**src/rtl/wb_tg_pkg.sv**
```systemverilog
// Shared types and constants for the Wishbone traffic generator.
package wb_tg_pkg;

    // Run sequencing: write bursts, then read the same region back, then finish.
    typedef enum logic [2:0] {
        ST_IDLE,
        ST_WAIT_INIT,
        ST_WR,
        ST_WR_GAP,
        ST_RD,
        ST_RD_GAP,
        ST_FIN
    } tg_state_t;

    // Wishbone B4 cycle type identifiers
    localparam logic [2:0] CTI_CLASSIC = 3'b000;
    localparam logic [2:0] CTI_INCR    = 3'b010;
    localparam logic [2:0] CTI_EOB     = 3'b111;

endpackage

```
**src/rtl/wb_tg_checker.sv**
```systemverilog
// Read-back checker: compares each acknowledged read word with the expected
// pattern, keeps a saturating mismatch count and latches the first bad address.
module wb_tg_checker
    import wb_tg_pkg::*;
#(
    parameter int DW = 32,
    parameter int AW = 32
) (
    input  logic          clk,
    input  logic          rst,
    input  logic          clr,
    input  logic          rd_stb,
    input  logic [DW-1:0] rd_data,
    input  logic [DW-1:0] exp_data,
    input  logic [AW-1:0] rd_adr,
    output logic [15:0]   err_cnt,
    output logic [AW-1:0] first_err_adr
);

    localparam int NBYTES = DW / 8;

    logic [NBYTES-1:0] byte_diff;
    logic              mismatch;
    logic [15:0]       err_cnt_reg;
    logic [AW-1:0]     first_err_adr_reg;

    // Byte-lane compare, reduced to a single mismatch flag
    genvar gi;
    generate
        for (gi = 0; gi < NBYTES; gi++) begin : g_lane
            assign byte_diff[gi] = (rd_data[gi*8 +: 8] != exp_data[gi*8 +: 8]);
        end
    endgenerate

    assign mismatch = rd_stb && (|byte_diff);

    // Error statistics: cleared by an accepted start, updated on bad read words
    always_ff @(posedge clk or posedge rst) begin
        if (rst) begin
            err_cnt_reg       <= '0;
            first_err_adr_reg <= '0;
        end else if (clr) begin
            err_cnt_reg       <= '0;
            first_err_adr_reg <= '0;
        end else if (mismatch) begin
            if (err_cnt_reg != 16'hFFFF) begin
                err_cnt_reg <= err_cnt_reg + 16'd1;
            end
            // The count never returns to zero within a run, so zero marks the first miss
            if (err_cnt_reg == 16'd0) begin
                first_err_adr_reg <= rd_adr;
            end
        end
    end

    assign err_cnt       = err_cnt_reg;
    assign first_err_adr = first_err_adr_reg;

endmodule

```
**src/rtl/wb_traffic_gen.sv**
```systemverilog
// Wishbone B4 burst master: writes an incrementing pattern over a programmed
// region after SDRAM init, reads it back and reports mismatches and timeouts.
module wb_traffic_gen
    import wb_tg_pkg::*;
#(
    parameter int          DW   = 32,
    parameter int          AW   = 32,
    parameter int          BL_W = 5,
    parameter int          NB_W = 8,
    parameter int          TMO  = 255,
    parameter logic [31:0] SEED = 32'hA5A5_0000
) (
    input  logic              wb_clk_i,
    input  logic              wb_rst_i,
    input  logic              start,
    input  logic              sdr_init_done,
    input  logic [AW-1:0]     cfg_base,
    input  logic [BL_W-1:0]   cfg_blen,
    input  logic [NB_W-1:0]   cfg_nburst,
    output logic              wb_cyc_o,
    output logic              wb_stb_o,
    output logic              wb_we_o,
    output logic [AW-1:0]     wb_adr_o,
    output logic [DW-1:0]     wb_dat_o,
    output logic [DW/8-1:0]   wb_sel_o,
    output logic [2:0]        wb_cti_o,
    input  logic              wb_ack_i,
    input  logic [DW-1:0]     wb_dat_i,
    output logic              busy,
    output logic              done,
    output logic              timeout,
    output logic [15:0]       err_cnt,
    output logic [AW-1:0]     first_err_adr
);

    localparam int            NSEL     = DW / 8;
    localparam int            TW       = (TMO > 1) ? $clog2(TMO + 1) : 1;
    localparam logic [TW-1:0] TMO_LAST = TW'(TMO - 1);
    localparam logic [DW-1:0] SEED_W   = SEED[DW-1:0];
    localparam logic [AW-1:0] ADR_STEP = AW'(NSEL);

    tg_state_t       state_reg, state_next;
    logic [AW-1:0]   adr_reg, adr_next;
    logic [AW-1:0]   base_reg, base_next;
    logic [BL_W-1:0] last_beat_reg, last_beat_next;    // index of final beat in a burst
    logic [NB_W-1:0] last_burst_reg, last_burst_next;  // index of final burst in a phase
    logic [BL_W-1:0] beat_reg, beat_next;
    logic [NB_W-1:0] burst_reg, burst_next;
    logic [DW-1:0]   pat_reg, pat_next;
    logic [TW-1:0]   tmo_reg, tmo_next;
    logic            timeout_reg, timeout_next;
    logic            done_reg, done_next;

    logic            last_beat;
    logic            last_burst;
    logic            cyc_int;
    logic            start_accept;
    logic            rd_stb;

    assign last_beat  = (beat_reg == last_beat_reg);
    assign last_burst = (burst_reg == last_burst_reg);

    // State and datapath registers; reset drops the bus cycle immediately
    always_ff @(posedge wb_clk_i or posedge wb_rst_i) begin
        if (wb_rst_i) begin
            state_reg      <= ST_IDLE;
            adr_reg        <= '0;
            base_reg       <= '0;
            last_beat_reg  <= '0;
            last_burst_reg <= '0;
            beat_reg       <= '0;
            burst_reg      <= '0;
            pat_reg        <= '0;
            tmo_reg        <= '0;
            timeout_reg    <= 1'b0;
            done_reg       <= 1'b0;
        end else begin
            state_reg      <= state_next;
            adr_reg        <= adr_next;
            base_reg       <= base_next;
            last_beat_reg  <= last_beat_next;
            last_burst_reg <= last_burst_next;
            beat_reg       <= beat_next;
            burst_reg      <= burst_next;
            pat_reg        <= pat_next;
            tmo_reg        <= tmo_next;
            timeout_reg    <= timeout_next;
            done_reg       <= done_next;
        end
    end

    // Next-state, beat bookkeeping and bus outputs
    always_comb begin
        state_next      = state_reg;
        adr_next        = adr_reg;
        base_next       = base_reg;
        last_beat_next  = last_beat_reg;
        last_burst_next = last_burst_reg;
        beat_next       = beat_reg;
        burst_next      = burst_reg;
        pat_next        = pat_reg;
        tmo_next        = tmo_reg;
        timeout_next    = timeout_reg;
        done_next       = 1'b0;
        start_accept    = 1'b0;

        case (state_reg)
            ST_IDLE: begin
                if (start) begin
                    start_accept    = 1'b1;
                    base_next       = cfg_base;
                    adr_next        = cfg_base;
                    last_beat_next  = (cfg_blen == '0) ? '0 : cfg_blen - BL_W'(1);
                    last_burst_next = cfg_nburst - NB_W'(1);
                    beat_next       = '0;
                    burst_next      = '0;
                    pat_next        = SEED_W;
                    tmo_next        = '0;
                    timeout_next    = 1'b0;
                    if (cfg_nburst == '0) begin
                        state_next = ST_FIN;
                    end else if (sdr_init_done) begin
                        state_next = ST_WR;
                    end else begin
                        state_next = ST_WAIT_INIT;
                    end
                end
            end
            ST_WAIT_INIT: begin
                if (sdr_init_done) begin
                    state_next = ST_WR;
                end
            end
            ST_WR, ST_RD: begin
                if (wb_ack_i) begin
                    tmo_next = '0;
                    adr_next = adr_reg + ADR_STEP;
                    pat_next = pat_reg + DW'(1);
                    if (last_beat) begin
                        beat_next = '0;
                        if (last_burst) begin
                            // Phase complete: rewind to the region start for read-back
                            burst_next = '0;
                            adr_next   = base_reg;
                            pat_next   = SEED_W;
                            state_next = (state_reg == ST_WR) ? ST_WR_GAP : ST_FIN;
                        end else begin
                            burst_next = burst_reg + NB_W'(1);
                            state_next = (state_reg == ST_WR) ? ST_WR_GAP : ST_RD_GAP;
                        end
                    end else begin
                        beat_next = beat_reg + BL_W'(1);
                    end
                end else if (tmo_reg == TMO_LAST) begin
                    timeout_next = 1'b1;
                    state_next   = ST_FIN;
                end else begin
                    tmo_next = tmo_reg + TW'(1);
                end
            end
            ST_WR_GAP: begin
                // Burst counter is rewound only after the final write burst
                state_next = (burst_reg == '0) ? ST_RD : ST_WR;
            end
            ST_RD_GAP: begin
                state_next = ST_RD;
            end
            ST_FIN: begin
                done_next  = 1'b1;
                state_next = ST_IDLE;
            end
            default: begin
                state_next = ST_IDLE;
            end
        endcase

        cyc_int  = (state_reg == ST_WR) || (state_reg == ST_RD);
        wb_cyc_o = cyc_int;
        wb_stb_o = cyc_int;
        wb_we_o  = (state_reg == ST_WR);
        wb_adr_o = cyc_int ? adr_reg : '0;
        wb_dat_o = (state_reg == ST_WR) ? pat_reg : '0;
        if (!cyc_int) begin
            wb_cti_o = CTI_CLASSIC;
        end else if (last_beat) begin
            wb_cti_o = CTI_EOB;
        end else begin
            wb_cti_o = CTI_INCR;
        end
        rd_stb = (state_reg == ST_RD) && wb_ack_i;
    end

    // Full-word transfers only; selects follow the bus cycle
    genvar gi;
    generate
        for (gi = 0; gi < NSEL; gi++) begin : g_sel
            assign wb_sel_o[gi] = cyc_int;
        end
    endgenerate

    assign busy    = (state_reg != ST_IDLE);
    assign done    = done_reg;
    assign timeout = timeout_reg;

    wb_tg_checker #(
        .DW (DW),
        .AW (AW)
    ) u_checker (
        .clk           (wb_clk_i),
        .rst           (wb_rst_i),
        .clr           (start_accept),
        .rd_stb        (rd_stb),
        .rd_data       (wb_dat_i),
        .exp_data      (pat_reg),
        .rd_adr        (adr_reg),
        .err_cnt       (err_cnt),
        .first_err_adr (first_err_adr)
    );

endmodule

```
**config.mk**
```make
export PLATFORM = sky130hd
export DESIGN_NAME = wb_traffic_gen
export DESIGN_NICKNAME = d
export VERILOG_FILES = /design/src/rtl/wb_tg_pkg.sv /design/src/rtl/wb_tg_checker.sv /design/src/rtl/wb_traffic_gen.sv
export SDC_FILE = /design/constraint.sdc
export NUM_CORES = 1
export LEC_CHECK = 0
export CAP_MARGIN = 20
export CORE_MARGIN = 4
export CORE_UTILIZATION = 45
export CTS_CLUSTER_SIZE = 10
export DETAILED_ROUTE_END_ITERATION = 16
export PLACE_DENSITY = 0.76
export SETUP_SLACK_MARGIN = 0.1
export SYNTH_ARGS = -nofsm -noshare
export SYNTH_HDL_FRONTEND = slang
export SYNTH_SLANG_ARGS = --single-unit
```
**constraint.sdc**
```tcl
create_clock -name wb_clk_i -period 7 [get_ports wb_clk_i]
set_clock_uncertainty 0.2 [all_clocks]
set_input_delay 1.75 -clock wb_clk_i [delete_from_list [all_inputs] [get_ports wb_clk_i]]
set_output_delay 1.75 -clock wb_clk_i [all_outputs]
set_load 0.01 [all_outputs]
```
Word level (Yosys, flattened, before mapping)
Index checks and enable logic that the tools add are counted.

word-level totals
  flip-flop bits (word level) = 183
  bits of input ports = 82
  output and inout port bits = 125
  logic and storage cells = 119

cells by class
  add/sub/neg operators = 8
  equality and inequality tests = 23
  muxes and demuxes = 52
  reductions and logical operators = 23

operators by type and width
  kind                                                              count
  32-bit 2-to-1 mux                                                 13
  32-bit one-hot mux with 2 select lines                            2
  16-bit 2-to-1 mux                                                 3
  8-bit 2-to-1 mux                                                  6
  3-bit 2-to-1 mux                                                  12
  32-bit by 1-bit adder with 32-bit output (second input constant)  1
  32-bit by 3-bit adder with 32-bit output (second input constant)  1
  8-bit != test                                                     4
  8-bit one-hot mux with 2 select lines                             2
  5-bit 2-to-1 mux                                                  4
  16-bit by 1-bit adder with 16-bit output (second input constant)  1
  8-bit by 1-bit adder with 8-bit output (second input constant)    2
  16-bit logical NOT                                                1
  8-bit logical NOT                                                 2
  16-bit != test (second input constant)                            1
  3-bit one-hot mux with 5 select lines                             1
  2-bit != test (second input constant)                             6
  4-bit AND reduction                                               3
  5-bit one-hot mux with 2 select lines                             1
  3-bit equality test (second input constant)                       3
  3-bit != test (second input constant)                             3
  8-bit equality test                                               1
  8-bit equality test (second input constant)                       1
  2-bit nonzero test                                                4
  18 further kinds                                                  28

Depth between registers and ports, before layout
  word-level depth = 6
  depth in mapped cells = 11
  depth with buffers taken out = 8

Modules after synthesis
A second synthesis with hierarchy kept.

second synthesis, totals
  cell total of the unflattened synthesis = 1,193
  area, all modules = 10,570.1 sq um

modules (own cells, without submodules)
  module          times used  cells an instance  area an instance (sq um)
  wb_traffic_gen  1           928                7,795.0
  wb_tg_checker   1           265                2,775.2

Worst setup path after synthesis
OpenSTA, ideal clock, no wires.

  path kind = input-to-reg
  start = input port wb_ack_i
  end = register adr_reg[13]
  arrival = 3.217 ns
  data required time = 6.661 ns
  path slack = 3.444 ns
  stages on the path = 10
  path buffers = 4
  cells stage by stage = buf_2 > mux2_4 > a21oi_4 > or2_1 > buf_4 > buf_2 > buf_2 > nor2_1 > o211ai_1 > o221ai_1

between the ends
  word-level cells in the longest chain between the ends = 2

RTL lines
  element                               line                  RTL
  from (decl)                           wb_traffic_gen.sv:27  input logic wb_ack_i,
  2-bit != test (no source line)        -
  3-bit AND reduction (no source line)  -
  to (signal assigned)                  wb_traffic_gen.sv:79  adr_reg <= adr_next;
  to (decl)                             wb_traffic_gen.sv:43  logic [AW-1:0] adr_reg, adr_next;

Every way passes these cells.
A chain may end at the register's enable or synchronous reset.

Worst setup path after layout
  start = register state_reg[0]
  end = output port wb_cyc_o

between the ends
  word-level cells in the longest chain between the ends = 2
  elaborated cells on any way between the ends = 3
  classes of those cells = 2 x eq/ne; 1 x reduce/logical

RTL lines
  element                                                                                line                   RTL
  from (decl)                                                                            wb_traffic_gen.sv:42   tg_state_t state_reg, state_next;
  from (signal assigned)                                                                 wb_traffic_gen.sv:78   state_reg <= state_next;
  3-bit by 2-bit equality test with 1-bit output or 3-bit equality test (tied branches)  wb_traffic_gen.sv:177  cyc_int = (state_reg == ST_WR) || (state_reg == ST_RD);
  1-bit logical OR *                                                                     wb_traffic_gen.sv:177
  to (decl)                                                                              wb_traffic_gen.sv:20   output logic wb_cyc_o,

Every way passes the cells marked *; elsewhere a longest branch is shown, timed or not.

==> results.md <==
* Run status: completed
* Initial Util at 45.8%
* Overall routing resource usage at 22.8%
* R2R cell count at 7
* Post-CTS setup buffer count at 0
* Critical path depth at 4
* # fillers at 1940
* Max Fclk at 189 MHz
* Hold path endpoint: base_reg[23]
* Overall die width at 160 um
* Clock sink total at 183
* R2R Path End: adr_reg[23]
* GRT overflow at 0
* Top routing layer in use: met4
* Worst path slowest cell: inv_2
* Post-Syn Area at 10400 um2
* Setup TNS at 0 ns
* Final non-filler cell total at 1643
* Power consumption at 5.04 mW
* Post-CTS Hold Buffers at 0
* Leakage power figure at 5.48 nW
* WHS at 0.272 ns
* Worst hold path depth at 2
* Bufs on Longest Clock Path at 2
* Endpoint class of the critical path: primary output
* Final period util at 75.7%
* WP data arrival at 3.35 ns
* R2R setup slack at 2.78 ns
* PostCTS Resize Cnt at 0
* I/O Buffers at 206
* Max IR drop VDD at 271 uV
* Crit Path Max Fanout at 47
* Final hold violations at 0
* Vias per cell at 5.74
* Mapped Cells at 1185
* Final worst slack at 1.70 ns
* Max cap viols at 0
* Share of the yosys chip area belonging to registers at 44.0%
* Vias in the first global route at 9130
* Storage element area at 4580 um2
* Top delay family on crit path: buffers and inverters
* CP bufs+invs at 3
* First-pass DRT Iterations at 5
* Area of the multi-input gates at 5270 um2
* Total Nets Final at 1439
* Die Area at 25600 um2
* Met2 WL post-DR at 14600 um
* Diodes inserted at 0
* DR DRC count at 0
* Worst-skew pair later-pin latency at 0.44 ns
* Wire length on met1 at 12800 um
* Yosys warnings at 0
* Average cell area after synthesis at 8.78 um2
* Clk pin slew, worst setup/hold paths at 0.07 ns
* HPWL after DPL at 20700 um
* Power per cell area at 384 nW/um2
* Initial antenna violation count at 0
* Worst hold path type: flop to flop
* Max-slew violations at 0
* Global-route wire length before repair at 47900 um
* Largest net degree at the start of global routing at 184
* Dpl ws at 2.15 ns
* GPL Wtd Cong at 0.863
* EDFF count, synth at 0
* Worst-margin pin slew at 1.08 ns
* Most frequent cells in the layout: clkdlybuf4s50_1 (206), nand2_1 (200), dfrtp_1 (183), nor2_1 (96)
* Die Height at 160 um
* #FFs+latches synth at 183
* TritonCTS clock tree: built
* Distinct cells, synth at 74
* Placed cells at 1611
* Core area at 22700 um2
* Primary FF master, synth: dfrtp_1
* CTS root buf: clkbuf_16
* Kind of critical path: flop to primary output
* Initial DRC Count at 789
* Crit start category: flop
* Max-slew headroom at 27.9%
* WL met3 at 1940 um
* Number of setup violations in the final report at 0
* Worst EP required at 5.05 ns
* # rows at 55
* Htree depth at 4
* Area grow syn2layout at 26.4%
* Synth Net Count at 1279
* Worst r2r src: state_reg[0]
* Worst-path cell chain: inv_1, nand2_2, inv_2, clkdlybuf4s50_1
* Via count at 9436
* Unrepaired setup endpoints after global routing: no
* Routed Antenna Nets at 0
* Most common cell after layout, fill and taps aside: clkdlybuf4s50_1
* Slowest stage delay, CP at 0.76 ns
* Drt total wl at 29800 um
* Wire per inst at 18.1 um
* I/O pin count at 207
* Tmin final at 5.30 ns
* Fraction of layout cells with a size suffix above 1 at 5.01%
* Hold Startpoint: base_reg[23]
* TritonCTS buffer count at 17
* Async set-reset flop share out of synthesis at 100%
==> kinds of logic (layout without fill, tap and decap cells) <==
group,count (synthesis),in the layout,synth area share [%]
AO/OA/AOI/OAI,191,191,12.1
XOR/XNOR,83,83,6.99
adder cells (fa/ha/maj),12,12,1.44
buffers and inverters,129,302,5.59
flip-flops,183,183,44.0
multiplexers,39,39,3.81
AND/OR/NAND/NOR,548,548,26.0
==> tightest hold or removal path, delay by kind of cell (launching register included) <==
family,cells,cell delay (ns)
flip-flops,1,0.34
AND/OR/NAND/NOR,2,0.10
==> per-layer routing <==
layer / GRT usage, % / up-vias
li1: - / 4457
met1: 30.6 / 4563
met2: 38.0 / 376
met3: 4.15 / 40
met4: 6.45 / 0
met5: 0 / -
==> Yosys cell counts (14+ instances only) <==
cell / count / share of area, %
a21oi_1: 26 / 1.3
nor3_1: 39 / 1.9
nand3_1: 41 / 2.0
nor4_1: 20 / 1.2
or3_1: 14 / 0.84
inv_1: 54 / 1.9
buf_2: 21 / 1.0
nand2_1: 201 / 7.3
nand4_1: 34 / 2.0
clkbuf_1: 32 / 1.2
o31ai_1: 15 / 1.1
and2_1: 38 / 2.3
nor2_1: 97 / 3.5
mux2i_1: 37 / 3.6
o21ai_0: 58 / 2.8
and3_1: 19 / 1.1
a31oi_1: 14 / 0.84
dfrtp_1: 183 / 44
xor2_1: 58 / 4.9
xnor2_1: 25 / 2.1
==> power by group <==
group | internal, mW | switching (mW) | total [mW]
combinational | 1.01 | 1.39 | 2.40
clock | 0.505 | 0.458 | 0.963
sequential | 1.38 | 0.295 | 1.68
total | 2.90 | 2.15 | 5.04
==> final cells by class <==
class	instances	area share, %
multi-input combinational	873	40.1
sequential	183	34.8
timing repair buffer	215	16.3
clock buffer	17	3.24
tap	285	2.71
inverter	55	1.60
clock inverter	15	1.22
==> through the flow <==
step	cell area (um2)	utilization [%]
after floorplan	10400	-
after global placement	12600	55.3
after detailed placement	12600	55.3
after CTS	13100	57.9
after global routing	13100	57.9
final	13100	57.9
==> worst max path at each step <==
stage	from	endpoint
2_1_floorplan	wb_rst_i	adr_reg[0]
3_3_place_gp	wb_ack_i	adr_reg[16]
3_5_place_dp	wb_ack_i	adr_reg[16]
4_1_cts	state_reg[0]	wb_stb_o
5_1_grt	state_reg[1]	wb_stb_o
6_report	state_reg[0]	wb_cyc_o
(Power assumes the default switching activity.)
